==> config.mk <==
export PLATFORM = sky130hd
export DESIGN_NAME = toggle_decoder
export DESIGN_NICKNAME = d
export VERILOG_FILES = /design/src/rtl/toggle_decoder.sv
export SDC_FILE = /design/constraint.sdc
export NUM_CORES = 1
export LEC_CHECK = 0
export ABC_CLOCK_PERIOD_IN_PS = 5000
export BUFFER_PORTS_ARGS = -buffer_cell sky130_fd_sc_hd__buf_4
export CORE_MARGIN = 5
export CORE_UTILIZATION = 60
export CTS_CLUSTER_DIAMETER = 30
export DETAILED_ROUTE_END_ITERATION = 6
export GPL_ROUTABILITY_DRIVEN = 0
export GPL_TIMING_DRIVEN = 0
export PLACE_DENSITY = 0.8
export SLEW_MARGIN = 20
export SYNTH_ARGS = -nofsm -noshare
export SYNTH_HDL_FRONTEND = slang
export SYNTH_SLANG_ARGS = --single-unit
export TNS_END_PERCENT = 50
==> constraint.sdc <==
create_clock -name clk -period 5 [get_ports clk]
set_input_delay 1 -clock clk [delete_from_list [all_inputs] [get_ports clk]]
set_output_delay 1 -clock clk [all_outputs]
set_load 0.01 [all_outputs]
==> src/rtl/toggle_decoder.sv <==
// Toggle-encoded serial line decoder with sync hunt, bit destuffing and
// framing into FRAME_LEN-byte frames.
//
// Ports:
//   clk        - single clock, rising edge
//   rst_n      - asynchronous active-low reset
//   line_in    - toggle-encoded line (level change = 1, no change = 0)
//   en         - bit strobe; line_in is sampled only when en=1
//   byte_out   - last assembled data byte (LSB received first)
//   byte_vld   - one-cycle pulse when byte_out is updated
//   in_frame   - high while the decoder is inside a frame
//   frame_done - one-cycle pulse with the last byte of a frame
//   err        - one-cycle pulse on a stuffing violation
module toggle_decoder #(
    parameter logic [7:0]  SYNC      = 8'h7E,
    parameter int unsigned FRAME_LEN = 4
) (
    input  logic       clk,
    input  logic       rst_n,
    input  logic       line_in,
    input  logic       en,
    output logic [7:0] byte_out,
    output logic       byte_vld,
    output logic       in_frame,
    output logic       frame_done,
    output logic       err
);

    localparam logic [7:0] LP_LEN = 8'(FRAME_LEN);

    typedef enum logic [1:0] {
        S_IDLE,
        S_HUNT,
        S_DATA
    } state_t;

    state_t     r_state;
    logic       r_prev;
    logic [7:0] r_hunt;
    logic [7:0] r_data;
    logic [7:0] r_bytecnt;
    logic [2:0] r_bitcnt;
    logic [2:0] r_ones;

    logic       w_dbit;
    logic [7:0] w_hunt_nxt;
    logic [7:0] w_data_nxt;
    logic [7:0] w_bytecnt_nxt;
    logic       w_stuff;
    logic       w_last;

    assign w_dbit        = line_in ^ r_prev;
    assign w_hunt_nxt    = {w_dbit, r_hunt[7:1]};
    assign w_data_nxt    = {w_dbit, r_data[7:1]};
    assign w_bytecnt_nxt = r_bytecnt + 8'd1;
    // Five ones in a row make the next bit a stuff bit.
    assign w_stuff       = (r_ones == 3'd5);
    assign w_last        = (w_bytecnt_nxt == LP_LEN);

    always_ff @(posedge clk or negedge rst_n) begin
        if (!rst_n) begin
            r_state    <= S_IDLE;
            r_prev     <= 1'b0;
            r_hunt     <= 8'h00;
            r_data     <= 8'h00;
            r_bytecnt  <= 8'h00;
            r_bitcnt   <= 3'd0;
            r_ones     <= 3'd0;
            byte_out   <= 8'h00;
            byte_vld   <= 1'b0;
            in_frame   <= 1'b0;
            frame_done <= 1'b0;
            err        <= 1'b0;
        end else begin
            byte_vld   <= 1'b0;
            frame_done <= 1'b0;
            err        <= 1'b0;
            unique case (r_state)
                S_IDLE: begin
                    // One settling step; no line sample is taken here.
                    r_state  <= S_HUNT;
                    in_frame <= 1'b0;
                end
                S_HUNT: begin
                    if (en) begin
                        r_prev <= line_in;
                        if (w_hunt_nxt == SYNC) begin
                            r_state   <= S_DATA;
                            in_frame  <= 1'b1;
                            r_hunt    <= 8'h00;
                            r_data    <= 8'h00;
                            r_bitcnt  <= 3'd0;
                            r_bytecnt <= 8'h00;
                            r_ones    <= 3'd0;
                        end else begin
                            r_hunt <= w_hunt_nxt;
                        end
                    end
                end
                S_DATA: begin
                    if (en) begin
                        r_prev <= line_in;
                        if (w_stuff) begin
                            if (w_dbit) begin
                                // Six ones: framing violation.
                                err      <= 1'b1;
                                r_state  <= S_HUNT;
                                in_frame <= 1'b0;
                                r_data   <= 8'h00;
                                r_bitcnt <= 3'd0;
                                r_ones   <= 3'd0;
                            end else begin
                                r_ones <= 3'd0;
                            end
                        end else begin
                            r_data <= w_data_nxt;
                            r_ones <= w_dbit ? r_ones + 3'd1 : 3'd0;
                            if (r_bitcnt == 3'd7) begin
                                byte_out  <= w_data_nxt;
                                byte_vld  <= 1'b1;
                                r_bitcnt  <= 3'd0;
                                r_bytecnt <= w_bytecnt_nxt;
                                if (w_last) begin
                                    frame_done <= 1'b1;
                                    r_state    <= S_HUNT;
                                    in_frame   <= 1'b0;
                                end
                            end else begin
                                r_bitcnt <= r_bitcnt + 3'd1;
                            end
                        end
                    end
                end
                default: begin
                    r_state  <= S_IDLE;
                    in_frame <= 1'b0;
                end
            endcase
        end
    end

endmodule
**Word level (Yosys, flattened, before mapping)**

Index checks and enable logic that the tools add are counted.

- Bits in registers: 45
- Output and inout bits: 12

- $add $sub $neg: 3
- Equal/unequal tests: 14
- Multiplexer cells: 51
- Bitwise operators: 2
- Reductions and logical operators: 10

Operators by type and width:

| operator | count |
|---|---|
| $mux W8 | 9 |
| $pmux W8 S2 | 2 |
| $mux W3 | 9 |
| $mux W1 | 20 |
| $mux W2 | 7 |
| $pmux W3 S2 | 2 |
| $reduce_and A6 Y1 | 2 |
| $ne A2 B2 Y1 const B | 5 |
| $ne A3 B3 Y1 const B | 3 |
| $add A8 B1 Y8 const B | 1 |
| $eq A8 B3 Y1 const B | 1 |
| $eq A8 B7 Y1 const B | 1 |
| $reduce_and A4 Y1 | 2 |
| $add A3 B1 Y3 const B | 2 |
| $eq A3 B3 Y1 const B | 2 |
| $pmux W2 S3 | 1 |
| $reduce_and A5 Y1 | 1 |
| $reduce_and A2 Y1 | 2 |
| $eq A2 B1 Y1 const B | 1 |
| $eq A2 B2 Y1 const B | 1 |
| $logic_not A2 Y1 | 1 |
| $pmux W1 S2 | 1 |
| $reduce_bool A2 Y1 | 1 |
| $reduce_or A2 Y1 | 1 |
| other kinds (2) | 2 |

**Logic depth before layout (Yosys ltp)**

Gate-level depths: netlist of run 1.

- Word-level depth: 7
- Mapped depth: 10
- Mapped depth without buffers: 7

**Worst setup path before layout of run 1**

No wires, ideal clock.

- Kind: input to register
- Start: in line_in
- End: reg r_ones[2]
- Setup time: 133 ps
- Arrival time: 1923 ps
- Data required time: 4867 ps
- Setup slack: 2944 ps
- Stages on the path: 6
- Path buffers: 2
- Path through: xnor2_4 > a41oi_1 > buf_4 > buf_4 > o21ai_0 > o41ai_1

- Longest elaborated chain between the ends: 5
- Elaborated cells on any way between the ends: 8
- Those cells by class: eq/ne (2); mux (4); bitwise (1); reduce/logical (1)

Ends and longest elaborated chain:

| what | RTL line | RTL |
|---|---|---|
| start, declared | 20 | `input logic line_in,` |
| $xor A1 B1 Y1 (*) | 52 | `assign w_dbit = line_in ^ r_prev;` |
| parallel branches: the longest is 4 deep, another holds $eq A8 B7 Y1 | -- |  |
| end signal, assigned | 117 | `r_ones <= w_dbit ? r_ones + 3'd1 : 3'd0;` |
| end, declared | 43 | `logic [2:0] r_ones;` |

Mark *: on every way between the ends. The select of a mux whose other input is x is not followed.
A chain may end at the register's enable or synchronous reset.

**Worst setup path in the final report of run 1**

Ends and elaborated chain as after synthesis.

==> results of run 1 <==
sequential cells by signal, indices dropped and copies added (netlist names):
register / cells
r_prev: 1
r_data: 7
byte_vld: 1
in_frame: 1
r_hunt: 7
r_state: 1
r_ones: 3
err: 1
byte_out: 8
r_bytecnt: 8
frame_done: 1
r_bitcnt: 3
final timing paths:
check	cells after the start	from	slack, ns	to
min in group asynchronous	1	rst_n	0.60	r_bytecnt[2]
max	7	line_in	2.94	r_ones[2]
min	2	r_data[1]	0.50	r_data[1]
max in group asynchronous	1	rst_n	4.03	r_prev
min reg2reg	2	r_data[1]	0.50	r_data[1]
max reg2reg	10	r_state[0]	2.97	r_ones[2]
final cells by class:
type / count / share of cell area
inverters: 5 / 0.00789
clock inverters: 2 / 0.0158
well taps: 46 / 0.0242
repair buffers: 15 / 0.0473
flip-flops and latches: 42 / 0.442
plain buffers: 8 / 0.0284
clock buffers: 6 / 0.0174
multi-input cells: 138 / 0.417
cells in the final DEF, fill, tap and decap left out, types with 3 or more instances in the layout:
master / Yosys / routed
o221ai_1: 3 / 3
nor3_1: 4 / 4
dfrtp_1: 42 / 42
nor2_1: 3 / 3
nand3_1: 7 / 7
nand2_1: 34 / 34
buf_6: 4 / 4
buf_4: 2 / 17
a21oi_1: 4 / 4
ha_1: 9 / 9
o21ai_0: 13 / 13
a22o_1: 9 / 9
clkbuf_1: 2 / 3
mux2_4: 7 / 7
inv_1: 5 / 5
clkbuf_4: 0 / 5
nand2b_1: 6 / 6
and3_1: 4 / 4
per-stage QoR:
step	hold slack (ns)	power [W]	instances	worst slack, ns	instance area, sq um
after detailed placement	0.486	0.000807	254	2.57	2300
final	0.504	0.00101	262	2.94	2380
after CTS	0.514	0.00102	262	2.95	2380
after global routing	0.547	0.00109	262	2.79	2380
after floorplan	0.449	0.000720	193	2.94	2130
after global placement	0.469	0.000785	254	2.63	2300
worst min-delay path, delay by kind of cell, from the launching register on:
| family | cells | cell delay (ns) |
|---|---|---|
| flops | 1 | 0.37 |
| simple gates | 1 | 0.05 |
| compound gates | 1 | 0.06 |
where the power goes:
group	switching (W)	leakage (nW)	internal (W)	total, W
Clock	0.000108	0.0385	0.000106	0.000214
Sequential	0.0000657	0.558	0.000403	0.000469
Combinational	0.000181	0.506	0.000149	0.000330
per-layer routing:
layer / wire length [um] / part of all wire / track usage / vias to the layer above
met4: 61 / 0.016 / 0.0672 / 0
met5: 0 / 0 / 0 / -
li1: - / - / - / 730
met2: 1860 / 0.50 / 0.286 / 29
met3: 157 / 0.042 / 0.0522 / 8
met1: 1680 / 0.45 / 0.224 / 715
kinds of logic after synthesis:
logic type	after synthesis
AND/OR/NAND/NOR	74
AO/OA/AOI/OAI	42
flip-flops	42
buffers and inverters	13
multiplexers	10
adder cells (fa/ha/maj)	9
XOR/XNOR	3
==> metrics.txt, run 1 <==
status=finished, final reports clean; FMAX=485 MHz; slowest CP cell=xnor2_4; starting density of the core=0.628; CP max FO=10; Slew Limit Fails=0; Adder-Cell Fraction of Synth Area=0.0529; initial DRC count=115; worst vdd ir=0.270 mV; Hold Vio Cnt, Final=0; Top FF cell, synth=dfrtp_1; largest family of logic cells by synthesized area=simple AND/OR/NAND/NOR gates; worst skew pair latency=0.35 ns; row count=21; Crit path top cell by count=buf_4; Synth-to-Final Area Change=11.7%; Ant. Diodes=0; max cap viols=0; Final Util=0.702; Total Wirelength=3.76 mm; Hold Buf Count CTS=0; Post-synth EDFFs=0; Seq. cell area=1050 sq um; CP peak stage delay=0.28 ns; CP top delay family=buffers and inverters; Overflow after GRT=0; syn_area_per_cell=11.0 sq um; Post-CTS Repair Setup Buffers=0; Ys Warns=0; DIE HEIGHT=69.6 um; Pwr per Cell Area=426 nW/um^2; routed vias/inst=5.66; layout cells sized above 1=0.218; cells along the critical path=buf_4, xnor2_4, a41oi_1, buf_4, buf_4, o21ai_0, o41ai_1; clock skew=0.00720 ns; post-cts gate resize count=0; fillers=266; post-synthesis mux area share=0.0646; DPL Wire Length=2.72 mm; CTS Root Cell=clkbuf_4; Residual DRC=0; Core Region=3390 sq um; period utilization=0.412; WL per Instance=14.3 um; first-pass detailed-route iteration total=4; gr usage total=0.177; CTS tree=yes; vias=1,482; largest net degree at the start of global routing=43; min cycle time layout=2.06 ns; path type of the worst min-delay path=reg -> reg; post-synthesis simple-gate area fraction=0.185; CP Launch Type=primary input; port bufs=15; TNS Setup=0 ns; Area contributors post-synth=dfrtp_1 (49%), nand2_1 (6.0%), ha_1 (5.3%); final setup fails=0; DRT antenna net count=0; CP Capture Type=flip-flop; compound-cell area share of the yosys netlist=0.142; die area=4840 sq um; Post-Synthesis Cell Area=2130 sq um; #FFs+latches synth=42; clock sink total=42; area occupied by multi-input gates=992 sq um; first-pass GRT wire length=6.90 mm; CP required=5.23 ns; Synth Area in XOR/XNOR=0.0212; sequential fraction of the synthesis area=0.494; top-count cell post-synth=dfrtp_1; cts bufs inserted=5; Final #Nets=228; CTS Buffer Depth=2; number of global-route vias before repair=1,554; Die X=69.6 um; IO Pins=16; worst path buffer plus inverter count=3; CP arrival=2.29 ns; Slew headroom=0.657; top cell type's share of synthesized area=0.494; Post-Synthesis Cells=193; critical path start-end classification=in -> reg; antenna violations before repair=0; Worst Max-Slew Pin Slew=0.515 ns; net count after synthesis=206; CTS H-Tree Depth=2; Leak=1.10 nW; Netlist cell types=44; RSZ-0062 raised after global routing=false; Reg clk slew, reported paths=0.12 ns; Async S/R FF share, synth=1.00; Synth top cells by count=dfrtp_1 (42), nand2_1 (34), o21ai_0 (13), a22o_1 (9), ha_1 (9); Yosys top cell by area=dfrtp_1
(Power assumes the default switching activity.)
==> run 2, diff against run 1 <==
--- a/config.mk
+++ b/config.mk
@@ -5,15 +5,15 @@
 export SDC_FILE = /design/constraint.sdc
 export NUM_CORES = 1
 export LEC_CHECK = 0
-export ABC_CLOCK_PERIOD_IN_PS = 5000
+export ABC_CLOCK_PERIOD_IN_PS = 1900
 export BUFFER_PORTS_ARGS = -buffer_cell sky130_fd_sc_hd__buf_4
 export CORE_MARGIN = 5
-export CORE_UTILIZATION = 60
+export CORE_UTILIZATION = 59
 export CTS_CLUSTER_DIAMETER = 30
 export DETAILED_ROUTE_END_ITERATION = 6
 export GPL_ROUTABILITY_DRIVEN = 0
 export GPL_TIMING_DRIVEN = 0
-export PLACE_DENSITY = 0.8
+export PLACE_DENSITY = 0.78
 export SLEW_MARGIN = 20
 export SYNTH_ARGS = -nofsm -noshare
 export SYNTH_HDL_FRONTEND = slang
==> constraint.sdc (replaced) <==
create_clock -name clk -period 1.9 [get_ports clk]
set_input_delay 0.38 -clock clk [delete_from_list [all_inputs] [get_ports clk]]
set_output_delay 0.38 -clock clk [all_outputs]
set_load 0.01 [all_outputs]
==> run 2 against run 1 <==
Compared with the run above: flip-flop and latch count unchanged; die area rose by 1.5%; hold slack lost 0.52 ns; worst setup slack lost 2.9 ns; core utilization increased by 3.4 points; non-clock buffer count rose by 7; sequential share of layout area shrank 2.4 points; clock-buffer cell count stayed put; highest routed layer unchanged; first-iteration DRC count decreased by 36%; cell area grew 5.6%; combinational power grew to 2.9 times the previous value; the run now ends with hold timing left; sequential power rose to 2.7 times the previous value.
==> metrics.txt, run 2 (synthesis gave the netlist of run 1 again) <==
Seq. cell area=1050 sq um; initial DRC count=74; CTS Buffer Depth=2; slowest CP cell=dfrtp_1; first-pass detailed-route iteration total=4; CTS Root Cell=clkbuf_4; Synth-to-Final Area Change=18.0%; CTS H-Tree Depth=2; DP Area=2300 sq um; antenna violations before repair=0; Pwr per Cell Area=1110 nW/um^2; critical path start-end classification=reg -> reg; worst skew pair latency=0.34 ns; CP top delay family=buffers and inverters; area occupied by multi-input gates=1060 sq um; GR Layer Usage met3=0.0430; Overflow after GRT=0; Final #Nets=235; cells along the critical path=inv_1, ha_4, inv_1, o31ai_1, nand3_2, buf_6, buf_6, nand2_1, o21ai_0; largest net degree at the start of global routing=43; RSZ-0062 raised after global routing=true; DIE HEIGHT=70.1 um; row count=21; Core Region=3420 sq um; CP required=2.12 ns; CP Capture Type=flip-flop; Largest regs=byte_out x8, r_bytecnt x8; CP max FO=10; starting density of the core=0.623; routed vias/inst=5.81; GR peak layer=met2; GR Util met2=0.283; layout cells sized above 1=0.293; first-pass GRT wire length=6.88 mm; CTS tree=yes; clock sink total=42; final hold slack=-0.0150 ns; Worst Max-Slew Pin Slew=0.508 ns; port bufs=15; IO Pins=16; Die X=70.1 um; cts bufs inserted=5; Residual DRC=0; final setup fails=0; Ant. Diodes=0; Total Wirelength=4.10 mm; Slew headroom=0.662; Hold Buf Count CTS=0; status=finished, violations left; die area=4910 sq um; min cycle time layout=1.89 ns; DRT antenna net count=0; CP arrival=2.10 ns; commonest non-fill, non-tap cell in the layout=dfrtp_1; vias=1,557; CP Launch Type=flip-flop; fillers=247; Hold Vio Cnt, Final=16; most frequent cells in the layout=dfrtp_1 (42), nand2_1 (34), buf_4 (24), o21ai_0 (12), a22o_1 (9); WL per Instance=15.3 um; Reg clk slew, reported paths=0.12 ns; FMAX=530 MHz; Slew Limit Fails=0; gr usage total=0.170; clock skew=0.0100 ns; Leak=1.14 nW; max cap viols=0; DPL Wire Length=2.77 mm; worst path buffer plus inverter count=4; total power draw=0.00279 W; period utilization=0.993; worst vdd ir=0.841 mV; grt met1 use=0.216; design area=2510 sq um; number of global-route vias before repair=1,544; path type of the worst min-delay path=in -> async; CP peak stage delay=0.40 ns; failing checks=hold timing
## run 2: cell types whose count changed in the layout (fill, tap and decap cells not counted), moves of 2 or more
cell / before / now
buf_4: 17 / 24
ha_4: 0 / 4
clkbuf_1: 3 / 1
ha_1: 9 / 4
## run 2: power breakdown
| group | switching, W | internal, W | total, W | leakage [nW] |
|---|---|---|---|---|
| registers | 0.000185 | 0.00106 | 0.00125 | 0.558 |
| logic | 0.000515 | 0.000452 | 0.000967 | 0.542 |
| clock network | 0.000266 | 0.000306 | 0.000572 | 0.0443 |
| total | 0.000966 | 0.00182 | 0.00279 | 1.14 |
## run 2: layout make-up
type                       instances  area share
multi-input combinational        138       0.423
sequential                        42       0.418
timing repair buffer              23      0.0687
buffer                             7      0.0269
tap                               46      0.0229
clock buffer                       6      0.0204
clock inverter                     1      0.0120
inverter                           5     0.00747
## run 2: what timing repair did
action / CTS / global route
hold endpoints to repair: 0 / 0
setup endpoints to repair: 24 / 30
resized for setup: 2 / 14
buffers inserted: 1 / 7
pin swaps: 0 / 6
## run 2: worst paths after layout
kind                                start      endpoint  slack [ns]  depth (start not counted)
worst max-delay path             in_frame   r_bitcnt[1]        0.01                          9
worst min-delay path                rst_n  r_bytecnt[4]       -0.01                          1
worst max register to register   in_frame   r_bitcnt[1]        0.01                          9
worst min register to register  r_data[1]     r_data[1]        0.51                          2
max in group asynchronous           rst_n     r_hunt[6]        1.55                          1
min in group clk                  line_in        r_prev        0.32                          2
## run 2: routing by layer
layer | share of wire | vias up
met5 | 0 | -
met2 | 0.50 | 33
li1 | - | 744
met4 | 0.022 | 0
met1 | 0.44 | 769
met3 | 0.045 | 11
## run 2: per-stage QoR
stage,setup slack [ns],TNS [ns],utilization,cells
4_1_cts,0.00478,0,0.700,261
2_1_floorplan,0.0825,0,-,193
6_report,0.0142,0,0.736,268
3_3_place_gp,-0.0848,-0.547,0.673,254
5_1_grt,-0.0725,-0.226,0.736,268
3_5_place_dp,-0.151,-1.63,0.673,254
